--- src/rtl/stage_ic_pkg.sv ---
// Shared types for the complete stage: execute-to-complete packet, queue entry, CDB and ROB packets.
// Optional same-cycle bypass in stage_ic is enabled by defining IC_BYPASS_EN.
package stage_ic_pkg;

    localparam int IC_DEPTH_DEF = 4;
    localparam int PHYS_REG_W   = 6;
    localparam int ROB_IDX_W    = 5;
    localparam int XLEN         = 32;

    typedef struct packed {
        logic                  valid;
        logic [PHYS_REG_W-1:0] phys_reg;
    } PHYS_TAG;

    typedef struct packed {
        PHYS_TAG tag;
        logic    valid;
    } CDB_PACKET;

    typedef struct packed {
        logic [ROB_IDX_W-1:0] rob_idx;
        logic                 complete;
        logic                 take_branch;
        logic [XLEN-1:0]      branch_target;
        logic                 halt;
        logic                 illegal;
    } IC_ROB_PACKET;

    typedef struct packed {
        logic                 valid;
        PHYS_TAG              dest_tag;
        logic [ROB_IDX_W-1:0] rob_idx;
        logic [XLEN-1:0]      result;
        logic [XLEN-1:0]      npc;
        logic                 take_branch;
        logic                 halt;
        logic                 illegal;
    } EX_IC_PACKET;

    typedef struct packed {
        PHYS_TAG              dest_tag;
        logic [ROB_IDX_W-1:0] rob_idx;
        logic [XLEN-1:0]      result;
        logic [XLEN-1:0]      npc;
        logic                 take_branch;
        logic                 halt;
        logic                 illegal;
    } IC_ENTRY;

    function automatic logic [XLEN-1:0] resolve_target(input IC_ENTRY e);
        return e.take_branch ? e.result : e.npc;
    endfunction

    // Illegal results and writes to p0 must never wake consumers.
    function automatic logic drives_cdb(input IC_ENTRY e);
        return e.dest_tag.valid && (e.dest_tag.phys_reg != '0) && !e.illegal;
    endfunction

endpackage

--- src/rtl/stage_ic_queue.sv ---
// In-order circular completion buffer with push, pop, clear, occupancy count and a head read port.
module ic_queue
    import stage_ic_pkg::*;
#(
    parameter int DEPTH = IC_DEPTH_DEF,
    localparam int PTR_W = $clog2(DEPTH),
    localparam int CNT_W = PTR_W + 1
) (
    input  logic             clock,
    input  logic             reset,
    input  logic             clear,
    input  logic             push,
    input  IC_ENTRY          push_data,
    input  logic             pop,
    output IC_ENTRY          head_data,
    output logic [CNT_W-1:0] count
);

    localparam logic [CNT_W-1:0] FULL_CNT = CNT_W'(DEPTH);

    IC_ENTRY          mem_q [DEPTH];
    IC_ENTRY          mem_d [DEPTH];
    logic [PTR_W-1:0] head_q, head_d;
    logic [PTR_W-1:0] tail_q, tail_d;
    logic [CNT_W-1:0] count_q, count_d;
    logic             push_ok_s;
    logic             pop_ok_s;

    // Next-state for pointers, count and storage; clear wins over push and pop.
    always_comb begin
        mem_d     = mem_q;
        head_d    = head_q;
        tail_d    = tail_q;
        count_d   = count_q;
        push_ok_s = push && (count_q != FULL_CNT);
        pop_ok_s  = pop && (count_q != '0);
        if (clear) begin
            head_d  = '0;
            tail_d  = '0;
            count_d = '0;
        end else begin
            if (push_ok_s) begin
                mem_d[tail_q] = push_data;
                tail_d        = tail_q + 1'b1;
            end else begin
                tail_d = tail_q;
            end
            if (pop_ok_s) begin
                head_d = head_q + 1'b1;
            end else begin
                head_d = head_q;
            end
            case ({push_ok_s, pop_ok_s})
                2'b10:   count_d = count_q + 1'b1;
                2'b01:   count_d = count_q - 1'b1;
                default: count_d = count_q;
            endcase
        end
    end

    // State register; reset also scrubs stored entries.
    always_ff @(posedge clock) begin
        if (reset) begin
            mem_q   <= '{default: '0};
            head_q  <= '0;
            tail_q  <= '0;
            count_q <= '0;
        end else begin
            mem_q   <= mem_d;
            head_q  <= head_d;
            tail_q  <= tail_d;
            count_q <= count_d;
        end
    end

    assign head_data = mem_q[head_q];
    assign count     = count_q;

endmodule

--- src/rtl/stage_ic.sv ---
// Complete stage: queues execute results in order and drains one per cycle to the CDB and ROB.
// Define IC_BYPASS_EN to present a result in its arrival cycle when the queue is empty.
module stage_ic
    import stage_ic_pkg::*;
#(
    parameter int IC_DEPTH = IC_DEPTH_DEF,
    localparam int CNT_W = $clog2(IC_DEPTH) + 1
) (
    input  logic             clock,
    input  logic             reset,
    input  EX_IC_PACKET      ex_ic_packet,
    input  logic             squash,
    input  logic             rob_stall,
    output logic             ic_ready,
    output CDB_PACKET        ic_cdb_packet,
    output IC_ROB_PACKET     ic_rob_packet,
    output logic [CNT_W-1:0] ic_count
);

    localparam logic [CNT_W-1:0] FULL_CNT = CNT_W'(IC_DEPTH);

    IC_ENTRY          in_entry_s;
    IC_ENTRY          head_entry_s;
    IC_ENTRY          sel_entry_s;
    logic [CNT_W-1:0] count_s;
    logic             flush_s;
    logic             not_empty_s;
    logic             bypass_s;
    logic             push_s;
    logic             pop_s;
    logic             present_s;

    ic_queue #(.DEPTH(IC_DEPTH)) u_queue (
        .clock     (clock),
        .reset     (reset),
        .clear     (squash),
        .push      (push_s),
        .push_data (in_entry_s),
        .pop       (pop_s),
        .head_data (head_entry_s),
        .count     (count_s)
    );

    // Entry packing and push/pop/bypass qualification; ready ignores a same-cycle pop.
    always_comb begin
        in_entry_s.dest_tag    = ex_ic_packet.dest_tag;
        in_entry_s.rob_idx     = ex_ic_packet.rob_idx;
        in_entry_s.result      = ex_ic_packet.result;
        in_entry_s.npc         = ex_ic_packet.npc;
        in_entry_s.take_branch = ex_ic_packet.take_branch;
        in_entry_s.halt        = ex_ic_packet.halt;
        in_entry_s.illegal     = ex_ic_packet.illegal;

        flush_s     = squash || reset;
        not_empty_s = (count_s != '0);
        ic_ready    = (count_s < FULL_CNT);
`ifdef IC_BYPASS_EN
        bypass_s    = !not_empty_s && ex_ic_packet.valid && !rob_stall && !flush_s;
`else
        bypass_s    = 1'b0;
`endif
        push_s      = ex_ic_packet.valid && ic_ready && !flush_s && !bypass_s;
        pop_s       = not_empty_s && !rob_stall && !flush_s;
        present_s   = pop_s || bypass_s;
        sel_entry_s = bypass_s ? in_entry_s : head_entry_s;
        ic_count    = count_s;
    end

    // Head (or bypassed) presentation; everything reads zero when nothing completes.
    always_comb begin
        ic_cdb_packet = '0;
        ic_rob_packet = '0;
        if (present_s) begin
            ic_rob_packet.rob_idx       = sel_entry_s.rob_idx;
            ic_rob_packet.complete      = 1'b1;
            ic_rob_packet.take_branch   = sel_entry_s.take_branch;
            ic_rob_packet.branch_target = resolve_target(sel_entry_s);
            ic_rob_packet.halt          = sel_entry_s.halt;
            ic_rob_packet.illegal       = sel_entry_s.illegal;
            ic_cdb_packet.tag           = sel_entry_s.dest_tag;
            ic_cdb_packet.valid         = drives_cdb(sel_entry_s);
        end else begin
            ic_cdb_packet = '0;
            ic_rob_packet = '0;
        end
    end

endmodule
--- config.mk ---
export PLATFORM = sky130hd
export DESIGN_NAME = stage_ic
export DESIGN_NICKNAME = d
export VERILOG_FILES = /design/src/rtl/stage_ic_pkg.sv /design/src/rtl/stage_ic_queue.sv /design/src/rtl/stage_ic.sv
export SDC_FILE = /design/constraint.sdc
export NUM_CORES = 1
export LEC_CHECK = 0
export BUFFER_PORTS_ARGS = -buffer_cell sky130_fd_sc_hd__clkbuf_2
export CORE_MARGIN = 1.5
export CORE_UTILIZATION = 40
export DETAILED_ROUTE_END_ITERATION = 16
export GPL_TIMING_DRIVEN = 0
export PLACE_DENSITY = 0.63
export SLEW_MARGIN = 20
export SYNTH_ARGS = -nofsm -noshare
export SYNTH_HDL_FRONTEND = slang
export SYNTH_HIERARCHICAL = 1
export SYNTH_SLANG_ARGS = --single-unit
--- constraint.sdc ---
create_clock -name clock -period 3.1 [get_ports clock]
set_input_delay 0.155 -clock clock [delete_from_list [all_inputs] [get_ports clock]]
set_output_delay 0.155 -clock clock [all_outputs]
set_load 0.02 [all_outputs]
Word-level counts from Yosys, hierarchy flattened
Cells that the tools add are included.
{"block": "op_classes", "n_mux": 10, "add_sub_neg": 4, "eq_ne": 3, "bitwise": 3, "n_reduce_logical": 18, "magnitude_cmp": 4}
{"cell": "316-bit bitwise mux", "count": 1}
{"cell": "79-bit two-way mux", "count": 3}
{"cell": "79-bit binary-select mux with 2-bit select", "count": 1}
{"cell": "79-bit demux with 2-bit select", "count": 1}
{"cell": "41-bit two-way mux", "count": 1}
{"cell": "32-bit two-way mux", "count": 1}
{"cell": "1-bit logical AND", "count": 9}
{"cell": "8-bit two-way mux", "count": 1}
{"cell": "3-bit >= comparator, second input constant", "count": 2}
{"cell": "2-bit inverter with 3-bit output", "count": 2}
{"cell": "3-bit one-hot mux with 2 select lines", "count": 1}
{"cell": "6-bit nonzero test", "count": 1}
{"cell": "2-bit by 1-bit adder with 2-bit output, second input constant", "count": 2}
{"cell": "3-bit by 1-bit adder with 3-bit output, second input constant", "count": 1}
{"cell": "1-bit zero test", "count": 3}
{"cell": "3-bit by 1-bit < comparator with 1-bit output, second input constant", "count": 1}
{"cell": "3-bit < comparator, second input constant", "count": 1}
{"cell": "3-bit != test, second input constant", "count": 1}
{"cell": "3-bit nonzero test", "count": 1}
{"cell": "3-bit by 1-bit subtractor with 3-bit output, second input constant", "count": 1}
{"cell": "2-bit by 1-bit == test with 1-bit output, second input constant", "count": 1}
{"cell": "2-bit == test, second input constant", "count": 1}
{"cell": "2-bit AND reduction", "count": 1}
{"cell": "2-bit nonzero test", "count": 1}
{"cell": "other kinds (3)", "count": 3}
{"block": "word_totals", "inputBits": 84, "word_cells": 77, "ff_bits": 323, "out_inout_bits": 53}

Depth between registers and ports, before layout
{"block": "depth", "ltp_word": 8, "ltp_mapped": 11, "mapped_depth_nobuf": 10}

Hierarchy
Netlist, hierarchy kept.
{"module": "ic_queue", "cells_each": 1258, "area_per_inst_um2": 14710.4, "n_inst": 1}
{"module": "stage_ic", "cells_each": 97, "area_per_inst_um2": 650.6, "n_inst": 1}

Worst setup path before layout
OpenSTA, ideal clock, no wires.
{"block": "synth_timing", "path_kind": "flip-flop to flip-flop", "from": "reg u_queue.count_q[2] (netlist: u_queue/count[2])", "to": "reg u_queue.count_q[2] (netlist: u_queue/count[2])", "stages_incl_launch_ff": 11, "t_required_ns": 3.030, "t_arrival_ns": 2.299, "path_slack_ns": 0.731, "n_path_buf": 1, "setup_time_ns": 0.070, "cell_sequence": "dfxtp_1 -> o31ai_4 -> inv_2 -> buf_2 -> o31a_1 -> ha_1 -> inv_1 -> fa_1 -> xor2_1 -> or3_1 -> a21oi_1"}
{"block": "synth_via", "elab_chain_cells": 6, "word_cells_on_any_way": 15, "cone_classes": "2 x add/sub; 1 x order compare; 3 x eq/ne; 1 x mux; 8 x reduce/logical"}
{"element": "start, declared", "line": "stage_ic_queue.sv:25", "source": "logic [CNT_W-1:0] count_q, count_d;"}
{"element": "start signal, assigned", "line": "stage_ic_queue.sv:72", "source": "count_q <= count_d;"}
{"element": "3-bit nonzero test *", "line": "stage_ic.sv:55", "source": "not_empty_s = (count_s != '0);"}
{"element": "1-bit logical AND * (2 in series)", "line": "stage_ic.sv:63", "source": "pop_s = not_empty_s && !rob_stall && !flush_s;"}
{"element": "via pop_s", "line": "stage_ic.sv:30", "source": "logic pop_s;"}
{"element": "1-bit logical AND *", "line": "stage_ic_queue.sv:36", "source": "pop_ok_s = pop && (count_q != '0);"}
{"element": "via u_queue.pop_ok_s", "line": "stage_ic_queue.sv:27", "source": "logic pop_ok_s;"}
{"element": "2-bit by 1-bit == test with 1-bit output / 2-bit == test (equally long branches)", "line": "stage_ic_queue.sv:53", "source": "case ({push_ok_s, pop_ok_s})"}
{"element": "3-bit one-hot mux with 2 select lines / 2-bit nonzero test (equally long branches)"}
The timed path passes the listed nets; every way through them passes the cells marked *.
A chain may end at the register's enable or synchronous reset.

==> impl_metrics.json <==
{
  "hold_class": "in2reg",
  "overflow": 0,
  "drc": 0,
  "synth.avg_cell_area_um2": 11.3,
  "clock_skew_ps": 19.6,
  "die_h_um": 199,
  "max_slew.worst_pin.slew_ps": 979,
  "diodes": 0,
  "cts_tree": "built",
  "die-area_um2": 39600,
  "start_util_pct": 40.7,
  "maxSlewViolCount": 0,
  "violations": "negative hold slack",
  "synthFlopType": "dfxtp_1",
  "vias": 10600,
  "clk_pin_slew_ps": 60,
  "clockBufferDepth": 3,
  "dp_slack_ps": 61.4,
  "dr.pass1.iters": 5,
  "drive_above_1_share_pct": 21.9,
  "cts_root_buf": "clkbuf_16",
  "seq_area_frac_synth_pct": 42.1,
  "setup.worst_path.class": "reg2out",
  "power_leakage_nw": 8.05,
  "port_buffers": 136,
  "viasPerCell": 5.04,
  "vdd_drop_max_mv": 0.298,
  "power_w": 0.00916,
  "placed_cell_area_um2": 16700,
  "rsz0062_at_grt": "false",
  "fillers": 3498,
  "async_flop_share_pct": 0,
  "power_density_nw_per_um2": 498,
  "worstPathCellList": "buf_2 > buf_4 > mux4_2 > nor4_2 > a21oi_1 > and3_1 > clkbuf_2",
  "postSynthCellCount": 1355,
  "critPathArrivalTime_ps": 2800,
  "grt_pass1_wl_um": 65100,
  "grt_pass1_vias": 11100,
  "timing.hold.ws_ps": -1.26,
  "synth-edff-count": 0,
  "synth.distinct_cells": 34,
  "slew_headroom_pct": 34.7,
  "row_count": 71,
  "cts_made_buffers": 37,
  "design_area_um2": 18400,
  "crit_slowest_cell": "mux4_2",
  "globalplace.congestion": 0.783,
  "cp_max_fo": 10,
  "area_growth_pct": 19.6,
  "postSynthNetCount": 1445,
  "endpoint_kind": "output pin",
  "drt_wl_total_um": 42500,
  "fin_crit_ps": 2960,
  "status": "finished, violations left",
  "worstSkewPairLatency_ps": 520,
  "grt_usage_pct": 21.7,
  "hpwl_um": 28900,
  "core_area_um2": 37800,
  "drtIter0Drc": 521,
  "ys_warn_count": 6,
  "finalCritPeriodShare_pct": 95.3,
  "antenna_found_initial": 0,
  "htree_levels": 2,
  "finalWorstSetupSlack_ps": 145,
  "grt_max_degree": 20,
  "tns_ps": 0,
  "cp-start-kind": "register",
  "critPathMaxStageDelay_ps": 580,
  "finalHoldViolCount": 1,
  "critPathBufInv": 3,
  "fmax_ghz": 0.338,
  "crit_family": "buffers and inverters",
  "wl_per_cell_um": 20.2,
  "max_cap_violations": 0,
  "boundaryPins": 137,
  "netlist_area_um2": 15400,
  "nets": 1658,
  "ys_ff_latch": 323,
  "post_cts_buffers": 0,
  "die_w_um": 199,
  "cp.required_ps": 2940,
  "final-setup-viol-count": 0,
  "cts_sinks": 323,
  "ant_nets": 0
}
-- synthesized netlist by cell type (2+ instances only) --
cell / instances / area (µm²)
or3_1: 3 / 18.8
nand2_1: 3 / 11.3
nand3_1: 2 / 10.0
o21ai_0: 3 / 15.0
buf_6: 6 / 67.6
nor2_1: 38 / 143
xor2_1: 3 / 26.3
ha_1: 5 / 62.6
and2_1: 15 / 93.8
buf_4: 16 / 120
mux4_2: 79 / 1780
nand4b_1: 2 / 17.5
nand2b_1: 395 / 2470
dfxtp_1: 323 / 6470
inv_1: 7 / 26.3
nor3_2: 2 / 20.0
clkbuf_1: 47 / 176
mux2i_1: 348 / 3480
buf_2: 39 / 195
a21oi_1: 5 / 25.0
-- final timing paths --
path,from,endpoint,slack [ps],depth (start not counted)
min reg2reg,u_queue/mem_q[199],u_queue/mem_q[199],470,2
min,ex_ic_packet[25],u_queue/mem_q[104],-1,3
max,u_queue/head_q[1],ic_cdb_packet[0],140,7
max reg2reg,u_queue/count[2],u_queue/count[2],230,10
-- cells by family (layout without fill, tap and decap cells) --
kind of cell	after synthesis	in the layout	share of synthesized area (%)
AOI/OAI and AO/OA	11	11	0.513
xor gates and xnor gates	4	4	0.228
adders and majority gates	6	6	0.538
buffers and inverters	117	357	3.87
DFF	323	323	42.1
muxes	427	427	34.3
and+or+nand+nor	467	467	18.5
-- metal layers --
metal  vias up  track usage (%)  share of wire (%)  wire (µm)
met5         -                0                  0          0
met4         0             5.56                2.1        895
met3        53             3.02                4.3       1830
met2       235             36.7                 47      20100
met1      5238             29.2                 46      19600
li1       5090                -                  -          -
-- metrics by stage --
stage | std cells | utilization, %
CTS | 2106 | 48.6
global placement | 2002 | 44.2
global route | 2106 | 48.7
finish | 2106 | 48.7
floorplan | 1355 | -
detailed placement | 2002 | 44.2
-- registers in the layout, indices dropped and copies added, names as in the netlist --
signal          count
u_queue/count       3
u_queue/head_q      2
u_queue/mem_q     316
u_queue/tail_q      2
-- power breakdown --
part	switching [W]	internal, W
clock network	0.00176	0.00272
registers	0.0000137	0.00418
logic	0.000261	0.000232
total	0.00203	0.00713
-- cells in the final DEF (no fill, tap or decap), drive strengths merged, types with 4 or more instances in the layout --
master	Yosys	final
a21oi	5	5
and2	15	15
buf	61	59
clkbuf	48	236
clkinv	0	8
clkinvlp	0	4
dfxtp	323	323
dlygate4sd3	0	39
ha	5	5
inv	8	9
mux2i	348	348
mux4	79	79
nand2b	395	395
nor2	38	38
-- repair_timing --
action                                 in CTS  in global routing
endpoints found under the hold margin     128                  0
gates resized for setup                    10                  3
hold buffers                               39                  0
setup endpoints to repair                  33                  8
-- layout make-up --
class / instances / area (µm²) / area share (%)
repair buffers: 175 / 1070 / 5.83
clock inverters: 15 / 139 / 0.756
well taps: 511 / 639 / 3.48
flip-flops and latches: 323 / 6470 / 35.2
clock buffers: 51 / 1130 / 6.16
inverters: 8 / 30.0 / 0.163
plain buffers: 108 / 592 / 3.22
multi-input cells: 915 / 8310 / 45.2
-- worst min-delay path, cell delays in order --
cell	delay, ps
clkbuf_2	80
nand2b_1	140
mux2i_1	90
Note: power is estimated with default switching activity, not from simulation.
